[src/rtl/mem_arbiter.sv]
// mem_arbiter
//   Shares one external RAM port between two bus masters. m0 is the CPU data
//   port; m1 is a secondary master such as a DMA or video fetcher. Each access
//   is a fixed-latency RAM cycle: the strobe is held for WAIT_CYCLES cycles,
//   followed by a one-cycle ready pulse to the granted master.
//
// Build option:
//   MEM_ARB_FIXED_PRIO_EN  defined   -> m0 always wins contention. m1 can
//                                       starve while m0 requests continuously.
//                          undefined -> round-robin between the two masters.
//
// Parameters:
//   WAIT_CYCLES  number of cycles the RAM strobe is held (1..15)
//
// Ports:
//   clk, rst              system clock; synchronous active-low reset
//   mX_read, mX_write     request strobes, held until mX_ready (both -> write)
//   mX_addr, mX_wdata     request address / write data, latched at grant
//   mX_rdata              registered read data of master X's last completed read
//   mX_busy               stall: request pending and not completing this cycle
//   mX_ready              one-cycle completion pulse
//   ram_addr, ram_wdata   RAM address / write data
//   ram_rdata             RAM read data, captured on the last strobe cycle
//   ram_read, ram_write   RAM strobes
//
// state  | meaning
// IDLE   | no strobes; arbitrate and latch the winning request
// ACCESS | RAM strobe held; cnt counts down to the last strobe cycle
// DONE   | strobes low; ready pulse to the granted master

module mem_arbiter #(
    parameter int WAIT_CYCLES = 2
) (
    input  logic        clk,
    input  logic        rst,
    input  logic        m0_read,
    input  logic        m0_write,
    input  logic [15:0] m0_addr,
    input  logic [15:0] m0_wdata,
    output logic [15:0] m0_rdata,
    output logic        m0_busy,
    output logic        m0_ready,
    input  logic        m1_read,
    input  logic        m1_write,
    input  logic [15:0] m1_addr,
    input  logic [15:0] m1_wdata,
    output logic [15:0] m1_rdata,
    output logic        m1_busy,
    output logic        m1_ready,
    output logic [15:0] ram_addr,
    output logic [15:0] ram_wdata,
    input  logic [15:0] ram_rdata,
    output logic        ram_read,
    output logic        ram_write
);

    typedef enum logic [1:0] {
        IDLE   = 2'd0,
        ACCESS = 2'd1,
        DONE   = 2'd2
    } state_t;

    localparam logic [3:0] CNT_LOAD = 4'(WAIT_CYCLES - 1);

    if (WAIT_CYCLES < 1 || WAIT_CYCLES > 15) begin : g_bad_wait_cycles
        $error("mem_arbiter: WAIT_CYCLES=%0d is outside 1..15", WAIT_CYCLES);
    end

    state_t     state;
    logic [3:0] cnt;
    logic       gnt_m1;      // granted master of the current access
    logic       op_write;    // latched operation of the current access
    logic       m0_req;
    logic       m1_req;
    logic       pick_m1;
    logic       pick_write;
`ifndef MEM_ARB_FIXED_PRIO_EN
    logic       last_grant;  // 1: m1 was granted last
`endif

    assign m0_req  = m0_read | m0_write;
    assign m1_req  = m1_read | m1_write;
    assign m0_busy = m0_req & ~m0_ready;
    assign m1_busy = m1_req & ~m1_ready;

    always_comb begin
        pick_m1 = 1'b0;
        if (m0_req && m1_req) begin
`ifdef MEM_ARB_FIXED_PRIO_EN
            pick_m1 = 1'b0;
`else
            // Contention goes to the master that was not granted last.
            pick_m1 = ~last_grant;
`endif
        end else begin
            pick_m1 = m1_req;
        end
    end

    // Write wins when read and write are both asserted.
    assign pick_write = pick_m1 ? m1_write : m0_write;

    always_ff @(posedge clk) begin
        if (!rst) begin
            state     <= IDLE;
            cnt       <= 4'd0;
            gnt_m1    <= 1'b0;
            op_write  <= 1'b0;
            ram_read  <= 1'b0;
            ram_write <= 1'b0;
            ram_addr  <= 16'h0000;
            ram_wdata <= 16'h0000;
            m0_ready  <= 1'b0;
            m1_ready  <= 1'b0;
            m0_rdata  <= 16'h0000;
            m1_rdata  <= 16'h0000;
`ifndef MEM_ARB_FIXED_PRIO_EN
            last_grant <= 1'b1;
`endif
        end else begin
            case (state)
                IDLE: begin
                    m0_ready <= 1'b0;
                    m1_ready <= 1'b0;
                    if (m0_req || m1_req) begin
                        gnt_m1    <= pick_m1;
                        op_write  <= pick_write;
                        ram_addr  <= pick_m1 ? m1_addr : m0_addr;
                        ram_wdata <= pick_m1 ? m1_wdata : m0_wdata;
                        ram_read  <= ~pick_write;
                        ram_write <= pick_write;
                        cnt       <= CNT_LOAD;
                        state     <= ACCESS;
`ifndef MEM_ARB_FIXED_PRIO_EN
                        last_grant <= pick_m1;
`endif
                    end
                end

                ACCESS: begin
                    if (cnt == 4'd0) begin
                        ram_read  <= 1'b0;
                        ram_write <= 1'b0;
                        if (!op_write) begin
                            if (gnt_m1) begin
                                m1_rdata <= ram_rdata;
                            end else begin
                                m0_rdata <= ram_rdata;
                            end
                        end
                        m0_ready <= ~gnt_m1;
                        m1_ready <= gnt_m1;
                        state    <= DONE;
                    end else begin
                        cnt <= cnt - 4'd1;
                    end
                end

                DONE: begin
                    m0_ready <= 1'b0;
                    m1_ready <= 1'b0;
                    state    <= IDLE;
                end

                default: begin
                    ram_read  <= 1'b0;
                    ram_write <= 1'b0;
                    m0_ready  <= 1'b0;
                    m1_ready  <= 1'b0;
                    state     <= IDLE;
                end
            endcase
        end
    end

endmodule
[config.mk]
export PLATFORM = sky130hd
export DESIGN_NAME = mem_arbiter
export DESIGN_NICKNAME = d
export VERILOG_FILES = /design/src/rtl/mem_arbiter.sv
export SDC_FILE = /design/constraint.sdc
export NUM_CORES = 1
export LEC_CHECK = 0
export CORE_MARGIN = 3
export CORE_UTILIZATION = 36
export DETAILED_ROUTE_END_ITERATION = 10
export GPL_TIMING_DRIVEN = 0
export MAX_ROUTING_LAYER = met4
export PLACE_DENSITY_LB_ADDON = 0.3
export SYNTH_ARGS = -nofsm -noshare
export SYNTH_HDL_FRONTEND = slang
export SYNTH_SLANG_ARGS = --single-unit
[constraint.sdc]
create_clock -name clk -period 2.1 [get_ports clk]
set_input_delay 0.42 -clock clk [delete_from_list [all_inputs] [get_ports clk]]
set_output_delay 0.42 -clock clk [all_outputs]
set_load 0.1 [all_outputs]
== Yosys cells after proc, flatten, opt, wreduce, memory -nomap -nowiden ==
Index checks and enable logic that the tools add are counted.
Storage, ports and cells
  register bits after elaboration: 77
  logic and storage cells: 57
Operators by class
  muxes and demuxes: 15
  equal/unequal tests: 5
  add/subtract/negate cells: 1
  reduce and logical (&&, ||, !) cells: 12
  bitwise operators: 11
Operators by type and width (count)
  16-bit 2-to-1 mux: 2
  4-bit 2-to-1 mux: 2
  4-bit case mux with 2 select lines: 1
  4-bit AND reduction: 2
  1-bit inverter: 7
  2-bit inequality test (second input constant): 3
  1-bit case mux with 3 select lines: 2
  2-bit AND reduction: 3
  3-bit AND reduction: 2
  1-bit 2-to-1 mux: 5
  4-bit logical NOT: 1
  2-bit 2-to-1 mux: 2
  2-bit case mux with 2 select lines: 1
  4-bit by 1-bit subtractor with 4-bit output (second input constant): 1
  1-bit AND: 2
  2-bit by 1-bit == test with 1-bit output (second input constant): 1
  2-bit == test (second input constant): 1
  2-bit logical NOT: 1
  1-bit OR: 2
  2-bit nonzero test: 1
  1-bit logical AND: 1
  1-bit logical OR: 1

== Depth between registers and ports, before layout ==
  depth after elaboration: 7
  gate-level depth with buffers: 9

== Worst setup path before layout ==
OpenSTA, ideal clock, no wires.
  kind: register to output
  start: reg m0_ready
  end: out m0_busy
  setup slack: -379 ps
  path buffers: 0
  required time: 1680 ps
  stages on the path, launching flop included: 2
  data arrival time: 2059 ps
  cell sequence: dfxtp_1 -> nor2_1
Between the ends
  word-level cells in the longest chain between the ends: 2
RTL lines
  start, declared: line 42  | output logic m0_ready,
  start signal, assigned: line 151  | m0_ready <= ~gnt_m1;
  1-bit inverter: line 83  | assign m0_busy = m0_req & ~m0_ready;
  1-bit AND: line 83
  end, declared: line 41  | output logic m0_busy,
No other way between the ends.

== Worst setup path after layout ==
  start: reg cnt[0]
  end: reg m0_rdata[14]
Between the ends
  word-level cells in the longest chain between the ends: 2
RTL lines
  start, declared: line 70  | logic [3:0] cnt;
  start signal, assigned: line 155  | cnt <= cnt - 4'd1;
  4-bit logical NOT: line 141  | if (cnt == 4'd0) begin
  4-bit AND reduction (no source line)
  end signal, assigned: line 148  | m0_rdata <= ram_rdata;
  end, declared: line 40  | output logic [15:0] m0_rdata,
No other way between the ends.
A chain may end at the register's enable or synchronous reset.

==> results.toml <==
[critical_path]
reg2reg_from = "cnt[0]$_SDFFE_PN0P_"
endpoint_kind = "register"
path_buf_inv = 3
crit_top_cell = "buf_6"
cp_slowest_cell = "or4_4"
arrival_ns = 2.26
crit_type = "reg -> reg"
cp_cell_sequence = "inv_1 -> ha_2 -> or3b_4 -> buf_6 -> or4_4 -> buf_6 -> nand3_1 -> o21ai_2"
critPathMaxFanout = 10
startpoint_type = "register"
critPathRequiredTime_ns = 2.33
cpPeakStageDelay_ns = 0.52
startpoint = "cnt[0]$_SDFFE_PN0P_"
cp_top_family = "simple AND/OR/NAND/NOR gates"

[power]
switchingPower_uw = 2230
clkPwrFrac_pct = 28.2
power.density_nw_per_um2 = 1040
internal_power_uw = 3040
ir_drop_uv = 603
p_leak_uw = 0.00231
switching_share_pct = 42.3
p_comb_share_pct = 39.3
seq_power_share_pct = 32.5

[floorplanning]
core.rowCount = 33
die_x_um = 99.7
die_area_um2 = 9940
core_area_um2 = 8380
die_h_um = 99.7
start_util_pct = 37.7
io_pins = 156

[yosys]
yosysUniqueCellTypes = 31
synth_top_area_share_pct = 48.8
synth_nets = 463
synthArstFlopShare_pct = 0
ys_seq_elements = 77
synth-seq-area-share_pct = 48.8
yosysWarnings = 0
netlist_area_um2 = 3160
synth_edf_count = 0
ys.flop_type = "dfxtp_1"
avgSynthCellArea_um2 = 8.40
yosysTopAreaCell = "dfxtp_1"
ys_top_cells_by_area = "dfxtp_1 49%, a21oi_1 11%, nand2_1 9.0%"
syn_inst = 376

[place]
port-buffer-count = 154
dp_slack_ns = -0.567
place_congestion = 0.806
post-dp-hpwl_um = 7770
placedCellCount = 635

[clocking]
cts_tree = "done"
clockRootBuffer = "clkbuf_8"
cts.clk_slew.worst_paths_ns = 0.08
cts_hold_buf = 0
h-tree-depth = 3
cts_buffers = 9
cts_buffer_depth = 2
cts.sinks = 77
clk_latency_ns = 0.34

[final_layout]
final_cell_mix = "84 x clkdlybuf4s50_1, 76 x dfxtp_1, 75 x nand2_1"
diodes = 0
final_cell_count_no_fill = 651
area_growth_pct = 59.7
drive_gt1_share_pct = 12.5
final_common_cell = "clkdlybuf4s50_1"
nets = 628
fillCellCount = 772

[status]
outcome = "finished, final reports clean"

[global_routing]
grt_first_pass_wirelength_um = 16200
track_usage_pct = 20.9
antenna_found_initial = 0
overflow = 0
grt_pass1_vias = 3455
grt_max_degree = 15

[route]
post_drt_wl_per_cell_um = 15.7
ant_nets = 0
drt-initial-drc-count = 109
route.detailed.drc = 0
route.vias.total = 3367
via_per_inst = 5.17
drt_pass1_iterations = 4
routed_wl_um = 10200

[timing]
setup_viol = 0
fin_ws_ns = 0.0723
slew_violations = 0
whs_ns = 0.464
min_period_ns = 2.03
skew_ns = 0.0113
fin_crit_sh_pct = 96.6
tns_ns = 0
slew_headroom_pct = 32.5
rsz0062_at_grt = "false"
hold_viol_final = 0
worst_pin_slew_ns = 1.02
fmax_ghz = 0.493

[run]
drv_cap = 0

[worst_hold_path]
hp-class = "reg -> reg"
min_from = "m0_rdata[7]$_SDFFE_PN0P_"
[Yosys cell counts, types with 4 or more instances]
| master | n |
|---|---|
| clkbuf_1 | 22 |
| buf_6 | 4 |
| o21ai_2 | 16 |
| inv_1 | 5 |
| nand3_2 | 7 |
| nor2_1 | 8 |
| nor3_1 | 4 |
| buf_2 | 4 |
| nand2_1 | 76 |
| a21oi_1 | 70 |
| dfxtp_1 | 77 |
| o21ai_0 | 34 |
| nand3_1 | 12 |
| mux2i_1 | 17 |
[kinds of logic (layout without fill, tap and decap cells)]
| kind of cell | count (synthesis) | in the layout | synth area share [%] |
|---|---|---|---|
| xor+xnor | 1 | 1 | 0.277 |
| compound gates | 130 | 130 | 23.4 |
| fa+ha+maj | 1 | 1 | 0.396 |
| simple gates | 114 | 114 | 16.4 |
| mux | 17 | 17 | 5.39 |
| flops | 77 | 77 | 48.8 |
| buf+inv | 36 | 206 | 5.39 |
[state kept, by name, summed over array words and instances (netlist names)]
signal      count
m1_ready        1
m1_rdata       16
state           2
ram_addr       16
gnt_m1          1
last_grant      1
m0_rdata       16
ram_write       1
ram_read        1
ram_wdata      16
op_write        1
cnt             4
m0_ready        1
[power by group through the flow]
stage	Combinational [uW]	Clock, uW	Sequential, uW
final	2070	1490	1710
after global routing	2180	1580	1730
after CTS	2070	1520	1710
after detailed placement	2150	0	1750
after global placement	2130	0	1740
after floorplan	519	0	2760
[final timing paths]
check | endpoint | slack, ns | cells past startpoint
hold reg to reg | m0_rdata[7]$_SDFFE_PN0P_ | 0.46 | 2
hold / removal | m0_rdata[7]$_SDFFE_PN0P_ | 0.46 | 2
setup / recovery | m0_rdata[14]$_SDFFE_PN0P_ | 0.07 | 8
setup reg to reg | m0_rdata[14]$_SDFFE_PN0P_ | 0.07 | 8
[metrics by stage]
stage                     power (uW)  cell area (um^2)  utilization (%)
after global routing            5500              5040             60.2
after floorplan                 3280              3160                -
final                           5270              5040             60.2
after detailed placement        3900              4840             57.7
after CTS                       5310              5050             60.2
after global placement          3870              4840             57.7
[tightest hold or removal path: cells and delay by family (launching register included)]
| kind | cells | cell delay, ns |
|---|---|---|
| DFF | 1 | 0.33 |
| and+or+nand+nor | 1 | 0.06 |
| AOI/OAI and AO/OA | 1 | 0.04 |
[layout make-up]
class | count | area, um^2 | area share (%)
buffer | 29 | 150 | 2.98
clock buffer | 9 | 124 | 2.46
clock inverter | 7 | 146 | 2.90
inverter | 5 | 18.8 | 0.372
multi-input combinational | 263 | 1470 | 29.1
sequential | 77 | 1540 | 30.6
tap | 105 | 131 | 2.60
timing repair buffer | 156 | 1460 | 29.0
[timing repair]
action / in CTS / in global routing
pin swaps: 0 / 1
setup buffers: 2 / 0
resized for setup: 80 / 18
setup endpoints to repair: 108 / 51
[per-layer routing]
metal,up-vias,track usage [%],share of wire [%]
met2,148,34.8,49
met3,6,4.84,7.7
met4,0,5.99,0.69
li1,1625,-,-
met1,1588,25.3,43
met5,-,-,0
Note: power is estimated with default switching activity, not from simulation.
